$ cat config.mk
export PLATFORM = sky130hd
export DESIGN_NAME = ram_multi_read_port
export DESIGN_NICKNAME = d
export VERILOG_FILES = /design/src/rtl/ram_multi_read_port.sv
export SDC_FILE = /design/constraint.sdc
export NUM_CORES = 1
export LEC_CHECK = 0
export CAP_MARGIN = 40
export CELL_PAD_IN_SITES_DETAIL_PLACEMENT = 0
export CELL_PAD_IN_SITES_GLOBAL_PLACEMENT = 1
export CORE_ASPECT_RATIO = 1.5
export CORE_MARGIN = 2
export CORE_UTILIZATION = 50
export DETAILED_ROUTE_END_ITERATION = 10
export PLACE_DENSITY_LB_ADDON = 0.05
export SLEW_MARGIN = 20
export SYNTH_ARGS = -nofsm -noshare
export SYNTH_HDL_FRONTEND = slang
export SYNTH_SLANG_ARGS = --single-unit
$ cat constraint.sdc
create_clock -name Clock -period 4.7 [get_ports Clock]
set_input_delay 1.41 -clock Clock [delete_from_list [all_inputs] [get_ports Clock]]
set_output_delay 1.41 -clock Clock [all_outputs]
set_load 0.02 [all_outputs]
$ cat src/rtl/ram_multi_read_port.sv
// Register-file RAM: one byte-maskable write port, NUM_READ registered read ports,
// byte-accurate write-to-read bypass and a built-in zeroing sequencer.
module ram_multi_read_port #(
    parameter int DATA_WIDTH = 16,
    parameter int ADDR_WIDTH = 8,
    parameter int MEM_SIZE   = 16,
    parameter int NUM_READ   = 4
) (
    input  logic                           Clock,
    input  logic                           Reset,
    input  logic                           iClear,
    input  logic                           iWriteEnable,
    input  logic [ADDR_WIDTH-1:0]          iWriteAddress,
    input  logic [DATA_WIDTH/8-1:0]        iWriteByteEnable,
    input  logic [DATA_WIDTH-1:0]          iDataIn,
    input  logic [NUM_READ-1:0]            iReadEnable,
    input  logic [NUM_READ*ADDR_WIDTH-1:0] iReadAddress,
    output logic [NUM_READ*DATA_WIDTH-1:0] oDataOut,
    output logic [NUM_READ-1:0]            oDataValid,
    output logic                           oReady
);
    localparam int NB = DATA_WIDTH / 8;
    localparam int CW = (MEM_SIZE > 1) ? $clog2(MEM_SIZE) : 1;
    localparam logic [ADDR_WIDTH:0] LIMIT    = (ADDR_WIDTH+1)'(MEM_SIZE);
    localparam logic [CW-1:0]       LAST_IDX = CW'(MEM_SIZE - 1);

    typedef enum logic {CLEAR, RUN} state_t;

    state_t                state, state_next;
    logic [CW-1:0]         counter, counter_next;
    logic [DATA_WIDTH-1:0] ram [MEM_SIZE];

    logic                  run_active;
    logic                  write_ok;
    logic [CW-1:0]         write_idx;
    logic [DATA_WIDTH-1:0] merged;
    logic [ADDR_WIDTH-1:0] rd_addr [NUM_READ];
    logic [DATA_WIDTH-1:0] rd_word [NUM_READ];

    // Extra leading bit keeps the compare correct when MEM_SIZE == 2**ADDR_WIDTH.
    function automatic logic in_range(input logic [ADDR_WIDTH-1:0] a);
        return {1'b0, a} < LIMIT;
    endfunction

    assign run_active = (state == RUN) && !iClear;
    assign write_ok   = run_active && iWriteEnable && in_range(iWriteAddress);
    assign write_idx  = iWriteAddress[CW-1:0];
    assign oReady     = (state == RUN);

    always_comb begin
        state_next   = state;
        counter_next = counter;
        case (state)
            CLEAR: begin
                if (counter == LAST_IDX) begin
                    state_next   = RUN;
                    counter_next = '0;
                end else begin
                    counter_next = counter + CW'(1);
                end
            end
            RUN: begin
                if (iClear) begin
                    state_next   = CLEAR;
                    counter_next = '0;
                end
            end
            default: state_next = CLEAR;
        endcase
    end

    always_ff @(posedge Clock) begin
        if (Reset) begin
            state   <= CLEAR;
            counter <= '0;
        end else begin
            state   <= state_next;
            counter <= counter_next;
        end
    end

    always_comb begin
        merged = '0;
        for (int unsigned b = 0; b < NB; b++) begin
            merged[8*b +: 8] = iWriteByteEnable[b] ? iDataIn[8*b +: 8] : ram[write_idx][8*b +: 8];
        end
    end

    always_ff @(posedge Clock) begin
        if (!Reset) begin
            if (state == CLEAR) begin
                ram[counter] <= '0;
            end else if (write_ok) begin
                ram[write_idx] <= merged;
            end
        end
    end

    // Out-of-range reads return zero even if the same address is being written.
    always_comb begin
        for (int unsigned k = 0; k < NUM_READ; k++) begin
            rd_addr[k] = iReadAddress[k*ADDR_WIDTH +: ADDR_WIDTH];
            rd_word[k] = '0;
            if (in_range(rd_addr[k])) begin
                if (write_ok && (rd_addr[k] == iWriteAddress)) begin
                    rd_word[k] = merged;
                end else begin
                    rd_word[k] = ram[rd_addr[k][CW-1:0]];
                end
            end
        end
    end

    always_ff @(posedge Clock) begin
        if (Reset) begin
            oDataOut   <= '0;
            oDataValid <= '0;
        end else if (run_active) begin
            for (int unsigned k = 0; k < NUM_READ; k++) begin
                oDataValid[k] <= iReadEnable[k];
                if (iReadEnable[k]) begin
                    oDataOut[k*DATA_WIDTH +: DATA_WIDTH] <= rd_word[k];
                end
            end
        end else begin
            oDataValid <= '0;
        end
    end
endmodule

==> metrics.txt <==
status finished clean; Slew Viols, Final 0; Vias/cell 7.63; crit path DAT 4.16 ns; GR Util All Layers between 40% and 50%; Yosys top cell by area edfxtp_1; Max-cap violations 0; worst-path cell chain clkdlybuf4s50_1 > nor3_1 > and4b_1 > nor2b_1 > and3_1 > a31oi_1 > nor2_2 > buf_4; Yosys top cell area share 34.4%; die height 263 um; met3 GRT Util 10.5%; asr flop ratio synth 0%; Synth area leaders edfxtp_1 34%, mux2i_1 16%, mux4_2 11%; Post-CTS Resized 0; worst rel slew slack 38.8%; synthesized area per cell 12.2 um^2; FP Rows 94; Post-synth EDFFs 256; input/output buffers 134; Worst Path Buf+Inv 2; Initial Util 50.7%; layout cells sized above 1 18.7%; Vias between 15000 and 20000; number of synthesized register bits 329; Least-Margin Pin Slew 0.917 ns; first-pass GRT wire length 139 mm; Die W 176 um; Initial DRC Count 3168; maximum VDD drop 0.000276 V; Setup CP Type primary input to flop; Yosys warning total 0; gr busiest metal met2; Final Setup Violations 0; DR WL/cell ~39 um; most numerous cell in the Yosys netlist mux2i_1; P per Cell Area between 200 and 300 nW/um^2; global-route met2 utilization 65.9%; clock transition at the registers of the reported paths 0.06 ns; nets about 2000; crit end category flop; delay-heaviest family, CP simple AND/OR/NAND/NOR gates; Netlist cell types 49; Detailed Route WL 100 mm; Post-Synthesis Cells 1835; grt ovf 0; skew final 0.0164 ns; antenna violations before repair 1; CP required 4.93 ns; Mapped Nets between 1500 and 2000; 1st-pass router iterations 8; Tcrit/Tclk final 83.6%; Worst path max stage delay approximately 0.54 ns; minimum clock period 3.93 ns; Worst Setup Start Kind primary input; Layout fillers 3647; CP max FO 10; largest net degree at the start of global routing 65; Hold-fix buffers, CTS 0; placed cell count around 2500; M1 GR Usage 51.7%; Storage cell area 9150 um^2; root buffer cell clkbuf_16; Clock Latency Late Sink 0.55 ns; Remaining DRCs 0; core area 44000 um^2; Inserted Clock Buffers 36; Seq/Total Area, Yosys around two fifths; H-tree depth 2; Area growth syn-to-layout 16.4%; fin cells 2587; CTS tree built; post-CTS setup buffers 0; Multi-input gate area 12300 um^2; final hold vios 0; Max Clock Freq 0.254 GHz; Setup TNS Final 0 ns; Post-synth top flop edfxtp_1; RePlAce Congestion approximately 0.97; Worst path slowest cell clkdlybuf4s50_1; leakage 0.00909 uW; CTS Sinks 329; I/O pin total around 140; DP HPWL 65.1 mm; RSZ-0062 raised after global routing false; die footprint 46400 um^2; Synth top cells by count 363 x mux2i_1, 256 x edfxtp_1, 162 x nand2_1, 111 x mux4_2, 80 x buf_2; deepest clock path buffer count 3; Hold WC Path Type flop to flop; Routed Antenna Nets 0; vias in the first global route between 15000 and 20000; synthesized area 22300 um^2
logic make-up (layout without fill, tap and decap cells):
group / after synthesis / after routing / share of synthesized area, %
multiplexers: 507 / 507 / 31.4
AND/OR/NAND/NOR: 425 / 425 / 9.24
AO/OA/AOI/OAI: 361 / 361 / 12.7
flip-flops: 329 / 329 / 41.0
buffers and inverters: 180 / 354 / 4.37
XOR/XNOR: 32 / 32 / 1.26
adder cells (fa/ha/maj): 1 / 1 / 0.0561
other: 0 / 2 / 0
final cells by class:
cell class / count / area share [%]
multi-input combinational: 1326 / 47.4
sequential: 329 / 35.2
timing repair buffer: 284 / 10.2
clock buffer: 48 / 3.76
tap: 576 / 2.78
clock inverter: 17 / 0.569
inverter: 5 / 0.0723
antenna: 2 / 0.0193
path summary, 6_finish.rpt:
check,startpoint,end,slack (ns),depth (start not counted)
hold / removal,oDataOut[43]$_SDFFE_PP0P_,oDataOut[43]$_SDFFE_PP0P_,0.44,2
setup reg to reg,oReady$_SDFF_PP0_,ram[14][12]$_DFFE_PP_,1.57,7
hold reg to reg,oDataOut[43]$_SDFFE_PP0P_,oDataOut[43]$_SDFFE_PP0P_,0.44,2
setup / recovery,iWriteAddress[7],ram[14][12]$_DFFE_PP_,0.77,8
registers in the layout (all words and copies together) (netlist names):
name / cells
counter: 4
oDataOut: 64
oDataValid: 4
oReady: 1
ram: 256
stage by stage:
step / hold slack [ns] / instance area, um^2 / setup slack (ns) / total power, uW / util [%]
3_5_place_dp: 0.432 / 24800 / 0.318 / 4210 / 56.5
5_1_grt: 0.470 / 26000 / 0.668 / 7130 / 59.0
4_1_cts: 0.442 / 26000 / 0.829 / 6960 / 59.0
6_report: 0.440 / 26000 / 0.769 / 6980 / 59.0
2_1_floorplan: 0.515 / 22300 / 0.969 / 3800 / -
3_3_place_gp: 0.425 / 24800 / 0.357 / 4200 / 56.3
per-layer routing:
metal  part of all wire [%]  vias up
li1                       -     7803
met1                     34     9703
met2                     45     1718
met3                     12      504
met4                    9.1        2
met5                  0.011        -
tightest hold or removal path, stage by stage, from the launching register on:
cell     delay [ns]
dfxtp_1        0.31
nand2_1        0.05
nand2_1        0.04
cells in the final DEF, fill, tap and decap left out, types with 53 or more instances in the layout:
cell type / instances
a221o_1: 53
a22oi_1: 66
buf_4: 136
clkdlybuf4s50_1: 119
dfxtp_1: 73
edfxtp_1: 256
mux2i_1: 363
mux4_2: 111
nand2_1: 162
nand3_1: 57
report_power, final:
| part | internal (uW) | switching, uW |
|---|---|---|
| Sequential | 3120 | 36.5 |
| Combinational | 386 | 646 |
| Clock | 1530 | 1260 |
| Total | 5050 | 1940 |
(Power assumes the default switching activity.)
